`config.mk`:
```
export PLATFORM = sky130hd
export DESIGN_NAME = sb_arbiter_flat
export DESIGN_NICKNAME = d
export VERILOG_FILES = /design/src/rtl/sb_arbiter_if.sv /design/src/rtl/sb_arbiter.sv /design/src/flat_wrapper.sv
export SDC_FILE = /design/constraint.sdc
export NUM_CORES = 1
export LEC_CHECK = 0
export BUFFER_PORTS_ARGS = -buffer_cell sky130_fd_sc_hd__buf_2
export CAP_MARGIN = 20
export CORE_AREA = 2 2 119 121
export CTS_BUF_LIST = sky130_fd_sc_hd__clkbuf_4 sky130_fd_sc_hd__clkbuf_8 sky130_fd_sc_hd__clkbuf_16
export DETAILED_ROUTE_END_ITERATION = 12
export DIE_AREA = 0 0 121 123
export PLACE_DENSITY_LB_ADDON = 0.05
export SLEW_MARGIN = 20
export SYNTH_ARGS = -nofsm -noshare
export SYNTH_HDL_FRONTEND = slang
export SYNTH_SLANG_ARGS = --single-unit
```
`constraint.sdc`:
```
create_clock -name clk -period 1.5 [get_ports clk]
set_input_delay 0.225 -clock clk [delete_from_list [all_inputs] [get_ports clk]]
set_output_delay 0.225 -clock clk [all_outputs]
set_load 0.01 [all_outputs]
```
`src/rtl/sb_arbiter_if.sv`:
```
// sb_arbiter_if: bundles the two master request/response channels and the
// shared system-bus (sb) channel of the two-master arbiter.
//   m0_* / m1_* : address, request, write flag, write data from each master;
//                 grant, read data, response valid and error back to it.
//   sb_*        : address/request/write/write-data out to the slave;
//                 grant, read data, response valid and error back from it.
// Modports:
//   master : arbiter view (it is the bus master on the sb side)
//   slave  : environment view (core masters and the sb slave)
interface sb_arbiter_if;
    logic [31:0] m0_addr_in;
    logic        m0_req_in;
    logic        m0_wr_in;
    logic [31:0] m0_wdata_in;
    logic        m0_gnt_out;
    logic [31:0] m0_rdata_out;
    logic        m0_rvalid_out;
    logic        m0_err_out;

    logic [31:0] m1_addr_in;
    logic        m1_req_in;
    logic        m1_wr_in;
    logic [31:0] m1_wdata_in;
    logic        m1_gnt_out;
    logic [31:0] m1_rdata_out;
    logic        m1_rvalid_out;
    logic        m1_err_out;

    logic [31:0] sb_addr_out;
    logic        sb_req_out;
    logic        sb_wr_out;
    logic [31:0] sb_wdata_out;
    logic        sb_gnt_in;
    logic [31:0] sb_read_data_in;
    logic        sb_read_valid_in;
    logic        sb_err_in;

    modport master (
        input  m0_addr_in, m0_req_in, m0_wr_in, m0_wdata_in,
        output m0_gnt_out, m0_rdata_out, m0_rvalid_out, m0_err_out,
        input  m1_addr_in, m1_req_in, m1_wr_in, m1_wdata_in,
        output m1_gnt_out, m1_rdata_out, m1_rvalid_out, m1_err_out,
        output sb_addr_out, sb_req_out, sb_wr_out, sb_wdata_out,
        input  sb_gnt_in, sb_read_data_in, sb_read_valid_in, sb_err_in
    );

    modport slave (
        output m0_addr_in, m0_req_in, m0_wr_in, m0_wdata_in,
        input  m0_gnt_out, m0_rdata_out, m0_rvalid_out, m0_err_out,
        output m1_addr_in, m1_req_in, m1_wr_in, m1_wdata_in,
        input  m1_gnt_out, m1_rdata_out, m1_rvalid_out, m1_err_out,
        input  sb_addr_out, sb_req_out, sb_wr_out, sb_wdata_out,
        output sb_gnt_in, sb_read_data_in, sb_read_valid_in, sb_err_in
    );
endinterface

```
`src/rtl/sb_arbiter.sv`:
```
// sb_arbiter: two-master / one-slave arbiter for the CPU system bus.
// m0 (load/store) and m1 (instruction fetch) share one sb port; one
// transaction is outstanding at a time, responses go only to the owner,
// and a slave that stalls too long produces an error response.
// Ports:
//   clk, rst   : clock, synchronous active-high reset
//   bus        : sb_arbiter_if.master (both master channels + sb channel)
//   owner_out  : current or last owner (0 = m0, 1 = m1)
//   busy_out   : high whenever a transaction is in progress
// Parameters:
//   PRIORITY_MODE  : 0 = round-robin, 1 = m0 always wins a tie
//   TIMEOUT_CYCLES : max cycles spent in ADDR+RESP before a forced error;
//                    0 disables the timeout
module sb_arbiter #(
    parameter int unsigned PRIORITY_MODE  = 0,
    parameter int unsigned TIMEOUT_CYCLES = 64
) (
    input  logic         clk,
    input  logic         rst,
    sb_arbiter_if.master bus,
    output logic         owner_out,
    output logic         busy_out
);
    localparam int unsigned CW = (TIMEOUT_CYCLES > 0) ? $clog2(TIMEOUT_CYCLES + 1) : 1;
    localparam logic [CW-1:0] TMO_LAST = CW'((TIMEOUT_CYCLES > 0) ? TIMEOUT_CYCLES - 1 : 0);

    typedef enum logic [1:0] {IDLE, ADDR, RESP, ERR} state_t;

    state_t        r_state;
    state_t        w_next;
    logic [31:0]   r_addr;
    logic [31:0]   r_wdata;
    logic          r_wr;
    logic          r_owner;
    logic          r_last_owner;
    logic [CW-1:0] r_cnt;

    logic          w_any_req;
    logic          w_winner;
    logic          w_tmo_hit;
    logic          w_gnt;
    logic          w_rvalid;
    logic          w_err;
    logic [31:0]   w_rdata;

    assign w_any_req = bus.m0_req_in | bus.m1_req_in;
    assign w_tmo_hit = (TIMEOUT_CYCLES != 0) && (r_cnt == TMO_LAST);

    // Winner selection: a lone requester always wins; a tie goes to m0 in
    // fixed-priority mode, otherwise to whoever did not own the bus last.
    always_comb begin
        w_winner = 1'b0;
        if (PRIORITY_MODE != 0) begin
            w_winner = !bus.m0_req_in;
        end else if (bus.m0_req_in && bus.m1_req_in) begin
            w_winner = !r_last_owner;
        end else begin
            w_winner = !bus.m0_req_in;
        end
    end

    always_comb begin
        w_next = r_state;
        case (r_state)
            IDLE: if (w_any_req) w_next = ADDR;
            ADDR: begin
                // A grant in the expiry cycle beats the timeout.
                if (bus.sb_gnt_in)  w_next = RESP;
                else if (w_tmo_hit) w_next = ERR;
            end
            RESP: begin
                if (bus.sb_read_valid_in) w_next = IDLE;
                else if (w_tmo_hit)       w_next = ERR;
            end
            ERR:     w_next = IDLE;
            default: w_next = IDLE;
        endcase
    end

    always_ff @(posedge clk) begin
        if (rst) begin
            r_state      <= IDLE;
            r_addr       <= '0;
            r_wdata      <= '0;
            r_wr         <= 1'b0;
            r_owner      <= 1'b0;
            r_last_owner <= 1'b1;
            r_cnt        <= '0;
        end else begin
            r_state <= w_next;
            if (r_state == IDLE && w_any_req) begin
                r_owner <= w_winner;
                r_addr  <= w_winner ? bus.m1_addr_in  : bus.m0_addr_in;
                r_wdata <= w_winner ? bus.m1_wdata_in : bus.m0_wdata_in;
                r_wr    <= w_winner ? bus.m1_wr_in    : bus.m0_wr_in;
                r_cnt   <= '0;
            end else if (r_state == ADDR || r_state == RESP) begin
                r_cnt <= r_cnt + CW'(1);
            end
            if (r_state == ADDR && bus.sb_gnt_in) begin
                r_last_owner <= r_owner;
            end
        end
    end

    // Response seen by the owner: forwarded slave response in RESP, or a
    // synthesised error with zero data in ERR. Stray slave responses in any
    // other state never reach a master.
    always_comb begin
        w_gnt    = (r_state == ADDR) && bus.sb_gnt_in;
        w_rvalid = 1'b0;
        w_err    = 1'b0;
        w_rdata  = '0;
        if (r_state == RESP && bus.sb_read_valid_in) begin
            w_rvalid = 1'b1;
            w_err    = bus.sb_err_in;
            w_rdata  = bus.sb_read_data_in;
        end else if (r_state == ERR) begin
            w_rvalid = 1'b1;
            w_err    = 1'b1;
        end
    end

    always_comb begin
        bus.m0_gnt_out    = w_gnt    && !r_owner;
        bus.m0_rvalid_out = w_rvalid && !r_owner;
        bus.m0_err_out    = w_err    && !r_owner;
        bus.m0_rdata_out  = r_owner ? '0 : w_rdata;
        bus.m1_gnt_out    = w_gnt    && r_owner;
        bus.m1_rvalid_out = w_rvalid && r_owner;
        bus.m1_err_out    = w_err    && r_owner;
        bus.m1_rdata_out  = r_owner ? w_rdata : '0;

        bus.sb_req_out   = (r_state == ADDR);
        bus.sb_addr_out  = (r_state == ADDR) ? r_addr  : '0;
        bus.sb_wdata_out = (r_state == ADDR) ? r_wdata : '0;
        bus.sb_wr_out    = (r_state == ADDR) && r_wr;
    end

    assign owner_out = r_owner;
    assign busy_out  = (r_state != IDLE);
endmodule

```
`src/flat_wrapper.sv`:
```
// flat-port wrapper written by rule: the top's interface ports become plain ports
module sb_arbiter_flat 
#(
    parameter int unsigned PRIORITY_MODE  = 0,
    parameter int unsigned TIMEOUT_CYCLES = 64
)
  (clk, rst, owner_out, busy_out, bus_m0_addr_in, bus_m0_req_in, bus_m0_wr_in, bus_m0_wdata_in, bus_m0_gnt_out, bus_m0_rdata_out, bus_m0_rvalid_out, bus_m0_err_out, bus_m1_addr_in, bus_m1_req_in, bus_m1_wr_in, bus_m1_wdata_in, bus_m1_gnt_out, bus_m1_rdata_out, bus_m1_rvalid_out, bus_m1_err_out, bus_sb_addr_out, bus_sb_req_out, bus_sb_wr_out, bus_sb_wdata_out, bus_sb_gnt_in, bus_sb_read_data_in, bus_sb_read_valid_in, bus_sb_err_in);
  sb_arbiter_if bus_i ();
  input  logic clk;
  input  logic rst;
  output logic owner_out;
  output logic busy_out;
  input wire logic [$bits(bus_i.m0_addr_in)-1:0] bus_m0_addr_in;
  input wire logic [$bits(bus_i.m0_req_in)-1:0] bus_m0_req_in;
  input wire logic [$bits(bus_i.m0_wr_in)-1:0] bus_m0_wr_in;
  input wire logic [$bits(bus_i.m0_wdata_in)-1:0] bus_m0_wdata_in;
  output wire logic [$bits(bus_i.m0_gnt_out)-1:0] bus_m0_gnt_out;
  output wire logic [$bits(bus_i.m0_rdata_out)-1:0] bus_m0_rdata_out;
  output wire logic [$bits(bus_i.m0_rvalid_out)-1:0] bus_m0_rvalid_out;
  output wire logic [$bits(bus_i.m0_err_out)-1:0] bus_m0_err_out;
  input wire logic [$bits(bus_i.m1_addr_in)-1:0] bus_m1_addr_in;
  input wire logic [$bits(bus_i.m1_req_in)-1:0] bus_m1_req_in;
  input wire logic [$bits(bus_i.m1_wr_in)-1:0] bus_m1_wr_in;
  input wire logic [$bits(bus_i.m1_wdata_in)-1:0] bus_m1_wdata_in;
  output wire logic [$bits(bus_i.m1_gnt_out)-1:0] bus_m1_gnt_out;
  output wire logic [$bits(bus_i.m1_rdata_out)-1:0] bus_m1_rdata_out;
  output wire logic [$bits(bus_i.m1_rvalid_out)-1:0] bus_m1_rvalid_out;
  output wire logic [$bits(bus_i.m1_err_out)-1:0] bus_m1_err_out;
  output wire logic [$bits(bus_i.sb_addr_out)-1:0] bus_sb_addr_out;
  output wire logic [$bits(bus_i.sb_req_out)-1:0] bus_sb_req_out;
  output wire logic [$bits(bus_i.sb_wr_out)-1:0] bus_sb_wr_out;
  output wire logic [$bits(bus_i.sb_wdata_out)-1:0] bus_sb_wdata_out;
  input wire logic [$bits(bus_i.sb_gnt_in)-1:0] bus_sb_gnt_in;
  input wire logic [$bits(bus_i.sb_read_data_in)-1:0] bus_sb_read_data_in;
  input wire logic [$bits(bus_i.sb_read_valid_in)-1:0] bus_sb_read_valid_in;
  input wire logic [$bits(bus_i.sb_err_in)-1:0] bus_sb_err_in;
  assign bus_i.m0_addr_in = bus_m0_addr_in;
  assign bus_i.m0_req_in = bus_m0_req_in;
  assign bus_i.m0_wr_in = bus_m0_wr_in;
  assign bus_i.m0_wdata_in = bus_m0_wdata_in;
  assign bus_m0_gnt_out = bus_i.m0_gnt_out;
  assign bus_m0_rdata_out = bus_i.m0_rdata_out;
  assign bus_m0_rvalid_out = bus_i.m0_rvalid_out;
  assign bus_m0_err_out = bus_i.m0_err_out;
  assign bus_i.m1_addr_in = bus_m1_addr_in;
  assign bus_i.m1_req_in = bus_m1_req_in;
  assign bus_i.m1_wr_in = bus_m1_wr_in;
  assign bus_i.m1_wdata_in = bus_m1_wdata_in;
  assign bus_m1_gnt_out = bus_i.m1_gnt_out;
  assign bus_m1_rdata_out = bus_i.m1_rdata_out;
  assign bus_m1_rvalid_out = bus_i.m1_rvalid_out;
  assign bus_m1_err_out = bus_i.m1_err_out;
  assign bus_sb_addr_out = bus_i.sb_addr_out;
  assign bus_sb_req_out = bus_i.sb_req_out;
  assign bus_sb_wr_out = bus_i.sb_wr_out;
  assign bus_sb_wdata_out = bus_i.sb_wdata_out;
  assign bus_i.sb_gnt_in = bus_sb_gnt_in;
  assign bus_i.sb_read_data_in = bus_sb_read_data_in;
  assign bus_i.sb_read_valid_in = bus_sb_read_valid_in;
  assign bus_i.sb_err_in = bus_sb_err_in;
  sb_arbiter #(.PRIORITY_MODE(PRIORITY_MODE), .TIMEOUT_CYCLES(TIMEOUT_CYCLES)) u_core (.clk(clk), .rst(rst), .bus(bus_i), .owner_out(owner_out), .busy_out(busy_out));
endmodule
```
==> reports/qor.yml, run 1 <==
critPathArrivalTime_ns: 1.56
ys_ff_latch: 76
gr-total-overflow: 0
cts_made_buffers: 9
vias: 4676
slew_viol_final: 0
maxCapViolCount: 0
startpoint: "u_core.r_state[0]"
rsz0062_at_grt: "yes"
syn-instance-count: 439
ys_types: 33
timing.final.ws_setup_ns: -0.289
ys_seq_area_share_pct: 37.0
drive_above_1_share_pct: 56.2
synth_area_mm2: 0.00411
io_buffers: 306
max-slew-margin-rel_pct: 78.4
cts_buffer_depth: 2
syn2layout_area_growth_pct: 72.6
vdd_drop_max_v: 0.000705
grt_pass1_wl_um: 22900
end_kind: "output port"
drt-initial-drc-count: 233
synth_warnings: 0
nets: 929
tns_ns: -36.95
antenna_found_initial: 0
r2r_slack_ns: -0.13
tritoncts: "yes"
power_uw: 6250
synth.avg_cell_area_um2: 9.37
coreArea_mm2: 0.0136
period_share_pct: 119
drt_pass1_iterations: 4
gp_congestion: 0.737
critical_path.startpoint_type: "flop"
worst_clock_skew_ns: 0.00706
cp.required_ns: 1.27
initial_core_util_pct: 30.2
grt_start_max_net_pins: 43
num_rows: 43
hold_path.class: "in -> reg"
routed_wl_um: 16700
die_x_um: 121
hold_ws_ns: 0.101
fp.dieH_um: 123
n_antenna_cell: 0
reg2reg_to: "u_core.r_addr[24]"
hold_buffers: 0
fillers: 1293
hold_viol_final: 0
fin_crit_ns: 1.79
fmaxAchievable_mhz: 559
cp-endpoint: "bus_m1_rdata_out[21]"
drt-vias-per-instance: 4.97
worstPathMaxFanout: 23
worstSkewPairLatency_ns: 0.34
synth.net_count: 613
ant_nets: 0
post-route-util_pct: 52.1
r2r-start: "u_core.r_state[0]"
violations: "setup timing"
rr_worst_depth: 8
post-route-drc-count: 0
status: "finished with violations"
cts-root-buf: "clkbuf_16"
tightest_slew_ns: 0.324
clk_pin_slew_ns: 0.06
pin_count: 307
grt.total_usage_pct: 19.9
cellPowerDensity_mw_per_mm2: 881
finalSetupViolCount: 204
cts_sinks: 76
grt_pass1_vias: 4433
wl_per_cell_um: 17.8
die_area_mm2: 0.0149
dp_slack_ns: -0.132
htreeDepth: 3
critPathKind: "reg -> out"
place_hpwl_um: 10800
power_leakage_uw: 0.00346
-- report_power, final --
part	leakage [µW]	internal (µW)	total, µW	switching [µW]
logic	0.00268	798	1520	721
registers	0.000627	2240	2330	90.7
clock network	0.000159	1500	2400	902
-- state kept, by name, indices dropped and copies added (netlist names) --
register             flops
u_core.r_state           2
u_core.r_wdata          32
u_core.r_addr           32
u_core.owner_out         1
u_core.r_cnt             7
u_core.r_last_owner      1
u_core.r_wr              1
-- critical path, cell delays in order, from the launching register on --
cell and delay (ns):
dfxtp_2 0.32, inv_2 0.07, ha_4 0.16, and3_4 0.24
buf_12 0.15, and2_1 0.15, buf_2 0.13
-- worst min-delay path by stage --
stage	from	end	slack, ns	depth (start not counted)
2_1_floorplan	bus_m1_addr_in[0]	u_core.r_addr[0]	0.36	1
4_1_cts	bus_m0_addr_in[22]	u_core.r_addr[22]	0.09	2
5_1_grt	bus_m1_wdata_in[25]	u_core.r_wdata[25]	0.09	2
3_3_place_gp	bus_m1_addr_in[10]	u_core.r_addr[10]	0.45	2
3_5_place_dp	bus_m0_addr_in[13]	u_core.r_addr[13]	0.45	2
6_report	bus_m0_addr_in[22]	u_core.r_addr[22]	0.10	2
-- synthesized netlist by cell type (all sizes together) --
cell type	count	share of area (%)
dfxtp	76	37
a31oi	1	0.15
o21a	1	0.21
ha	5	1.5
or4b	1	0.24
a221oi	2	0.43
xor2	3	0.64
buf	22	4.0
and2	129	20
a221o	65	16
mux2i	2	0.49
a21o	1	0.18
and3	2	0.30
nand2	4	0.37
clkbuf	22	2.0
nand4	3	0.46
inv	6	0.55
xnor2	1	0.21
o21ai	2	0.24
a21oi	4	0.49
nor3b	66	12
a211oi	1	0.30
or3	2	0.30
or2	1	0.15
nor2b	3	0.46
nand2b	2	0.49
nor2	11	1.0
a211o	1	0.21
-- metrics by stage --
stage	instance area [µm²]	instances
global placement	5930	905
finish	7100	940
detailed placement	5930	905
CTS	6660	929
global route	7100	940
floorplan	4120	439
-- cells in the final DEF, fill, tap and decap left out, types with 2 or more instances in the layout --
| cell | count |
|---|---|
| buf_16 | 3 |
| nor2b_1 | 3 |
| clkinv_2 | 2 |
| nand4_1 | 3 |
| a221o_1 | 65 |
| a21oi_1 | 3 |
| bufinv_16 | 2 |
| xor2_1 | 3 |
| a221oi_2 | 2 |
| buf_6 | 49 |
| clkbuf_16 | 13 |
| or3_1 | 2 |
| ha_4 | 4 |
| and2_4 | 41 |
| and2_1 | 88 |
| buf_12 | 11 |
| buf_2 | 263 |
| nor3b_1 | 65 |
| nor2_1 | 9 |
| dfxtp_1 | 74 |
| inv_1 | 4 |
| o21ai_0 | 2 |
| nand2_1 | 3 |
| inv_2 | 2 |
| buf_4 | 18 |
-- metal layers --
metal	wire [µm]	vias up	GRT usage [%]	part of all wire, %
met5	0	-	0	0
met1	6290	2245	21.5	38
met4	165	0	5.23	0.99
met2	8840	203	37.1	53
li1	-	2215	-	-
met3	1400	13	6.46	8.4
-- cell families after synthesis --
kind of cell | after synthesis | synth area share [%]
AO/OA/AOI/OAI | 78 | 18.0
XOR/XNOR | 4 | 0.852
adder cells (fa/ha/maj) | 5 | 1.52
buffers and inverters | 50 | 6.51
flip-flops | 76 | 37.0
multiplexers | 2 | 0.487
AND/OR/NAND/NOR | 224 | 35.6
-- repair_timing --
action                                 in CTS  in global routing
cloned                                      4                  6
buffers inserted                            5                  6
endpoints found under the hold margin       0                  0
pin swaps                                  28                 47
setup endpoints to repair                 203                205
resized for setup                          61                 64
-- layout make-up --
cell class | instances | area, µm² | area share, %
sequential | 76 | 1530 | 21.5
multi-input combinational | 313 | 2560 | 36.0
inverter | 6 | 22.5 | 0.317
clock inverter | 6 | 86.3 | 1.22
tap | 180 | 225 | 3.17
clock buffer | 10 | 239 | 3.37
timing repair buffer | 349 | 2440 | 34.4
No activity file was read; power rests on OpenSTA's default activity.
==> run 2, diff against run 1 <==
==> constraint.sdc (replaced) <==
create_clock -name clk -period 2.1 [get_ports clk]
set_input_delay 0.315 -clock clk [delete_from_list [all_inputs] [get_ports clk]]
set_output_delay 0.315 -clock clk [all_outputs]
set_load 0.01 [all_outputs]
==> run 2 against run 1 <==
Compared with the run above:
- the flow now finishes without violations
- clock power fell by 32%
- sequential share of layout area grew 3.2 points
- power is 33% lower
- sequential cell count is the same
- global-route usage down 0.61 points
- critical endpoint is now bus_m1_gnt_out
- combinational power fell by 41%
- non-clock buffer count is 28 lower
- hold slack better by 0.094 ns
- via count down 4.8%
- setup slack gained 0.41 ns
- cell count fell by 2.9%
==> reports/qor.yml, run 2 (synthesis results as in run 1) <==
finalSetupViolCount: 0  # was 204
grt_pass1_vias: 4322  # was 4433
r2r-start: "u_core.r_state[0]"  # unchanged
die_area_mm2: 0.0149  # unchanged
path_cells: "inv_1 > ha_2 > buf_4 > and3_1 > buf_2"  # was inv_2 > ha_4 > and3_4 > buf_12 > and2_1 > buf_2
tns_ns: 0  # was -36.95 ns
gr-total-overflow: 0  # unchanged
drt-initial-drc-count: 181  # was 233
post-route-drc-count: 0  # unchanged
top_regs: "u_core.r_addr (32), u_core.r_wdata (32), u_core.r_cnt (7)"  # unchanged
slowest_delay_ns: 0.35  # was 0.32 ns
final_cell_mix: "buf_2, and2_1, dfxtp_1, nor3b_1, a221o_1"  # unchanged
status: "completed"  # was finished with violations
tightest_slew_ns: 0.343  # was 0.324 ns
cp-endpoint: "bus_m1_gnt_out"  # was bus_m1_rdata_out[21]
worst_clock_skew_ns: 0.00406  # was 0.00706 ns
grt_pass1_wl_um: 22200  # was 22900 µm
drive_above_1_share_pct: 47.3  # was 56.2%
maxCapViolCount: 0  # unchanged
vdd_drop_max_v: 0.000437  # was 0.000705 V
hold_ws_ns: 0.195  # was 0.101 ns
final_common_cell: "buf_2"  # unchanged
fillers: 1376  # was 1293
cts_made_buffers: 9  # unchanged
coreArea_mm2: 0.0136  # unchanged
cts_sinks: 76  # unchanged
cts-root-buf: "clkbuf_16"  # unchanged
rsz0062_at_grt: "no"  # was yes
drt_pass1_iterations: 4  # unchanged
vias: 4452  # was 4676
slew_viol_final: 0  # unchanged
die_x_um: 121  # unchanged
worstSkewPairLatency_ns: 0.34  # about the same
period_share_pct: 94.2
critPathKind: "reg -> out"  # unchanged
grt_start_max_net_pins: 70  # was 43
cts_setup_buffers: 0  # was 5
grt.total_usage_pct: 19.3  # was 19.9%
initial_core_util_pct: 30.2  # unchanged
tritoncts: "yes"  # unchanged
rr_worst_depth: 6  # was 8
cts_buffer_depth: 2  # unchanged
io_buffers: 306  # unchanged
final-seq-area_mm2: 0.00152  # was 0.00153 mm²
worstPathMaxFanout: 37  # was 23
post-route-util_pct: 45.2  # was 52.1%
routed_wl_um: 15000  # was 16700 µm
ant_nets: 0  # unchanged
hold_viol_final: 0  # unchanged
hold_path.class: "in -> reg"  # unchanged
r2r_slack_ns: 0.30  # was -0.13 ns
reg2reg_to: "u_core.r_addr[11]"  # was u_core.r_addr[24]
power_leakage_uw: 0.00314  # was 0.00346 µW
place_hpwl_um: 10700  # was 10800 µm
pin_count: 307  # unchanged
nets: 901  # was 929
clk_pin_slew_ns: 0.06  # about the same
fmaxAchievable_mhz: 505
wl_per_cell_um: 16.4  # was 17.8 µm
drt-vias-per-instance: 4.88  # was 4.97
max-slew-margin-rel_pct: 77.1  # was 78.4%
num_rows: 43  # unchanged
startpoint: "u_core.r_state[1]"  # was u_core.r_state[0]
cp_slowest_cell: "dfxtp_1"  # was dfxtp_2
antenna_found_initial: 1  # was 0
end_kind: "output port"  # unchanged
multi_input_area_mm2: 0.00237  # was 0.00256 mm²
cp.required_ns: 1.78  # was 1.27 ns
fp.dieH_um: 123  # unchanged
htreeDepth: 3  # unchanged
cellPowerDensity_mw_per_mm2: 684  # was 881 mW/mm²
critPathArrivalTime_ns: 1.66  # was 1.56 ns
critical_path.startpoint_type: "flop"  # unchanged
syn2layout_area_growth_pct: 49.6  # was 72.6%
gp_congestion: 0.716  # was 0.737
fin_crit_ns: 1.98
[run 2: where the power goes]
| group | total, µW | internal, µW | switching, µW |
|---|---|---|---|
| Sequential | 1660 | 1600 | 62.1 |
| Combinational | 902 | 444 | 458 |
| Clock | 1640 | 1040 | 602 |
| Total | 4210 | 3080 | 1120 |
[run 2: how the worst min path moves through the flow]
| stage | from | end | slack (ns) | depth (start not counted) |
|---|---|---|---|---|
| finish | bus_m0_wdata_in[9] | u_core.r_wdata[9] | 0.19 | 2 |
| global route | bus_m1_wdata_in[29] | u_core.r_wdata[29] | 0.18 | 2 |
| CTS | bus_m1_addr_in[19] | u_core.r_addr[19] | 0.18 | 2 |
| detailed placement | u_core.r_cnt[6] | u_core.r_cnt[6] | 0.48 | 2 |
| global placement | u_core.r_cnt[6] | u_core.r_cnt[6] | 0.46 | 2 |
| floorplan | u_core.r_cnt[6] | u_core.r_cnt[6] | 0.45 | 2 |
[run 2: cell type report]
| type | count | area share [%] |
|---|---|---|
| multi-input cells | 313 | 38.5 |
| repair buffers | 321 | 27.7 |
| flip-flops and latches | 76 | 24.7 |
| clock buffers | 15 | 4.60 |
| well taps | 180 | 3.66 |
| clock inverters | 1 | 0.488 |
| inverters | 6 | 0.366 |
| diodes | 1 | 0.0407 |
[run 2: what timing repair did]
item | 4_1_cts | 5_1_grt
gates cloned | 0 | 2
hold buffers | 0 | 0
gates resized for setup | 4 | 9
pin swaps | 0 | 1
endpoints found under the setup margin | 33 | 32
[run 2: worst max-delay path: cells and delay by family (launching register included)]
family        cells  cell delay (ns)
buf+inv           3             0.56
flops             1             0.35
simple gates      1             0.24
fa+ha+maj         1             0.17
[run 2: routing by layer]
layer,GRT usage [%],share of wire (%),up-vias
met4,6.61,2.5,0
met5,0,0,-
li1,-,-,2160
met3,7.24,8.9,23
met2,35.6,51,205
met1,19.9,38,2064
[run 2: through the flow]
step	area (µm²)	total power, µW	setup slack (ns)	instances
after global placement	5790	2590	0.207	894
after global routing	6150	4440	0.00423	912
after CTS	6110	4270	0.00736	910
after floorplan	4110	2210	0.448	439
final	6150	4210	0.121	913
after detailed placement	5790	2600	0.0467	894
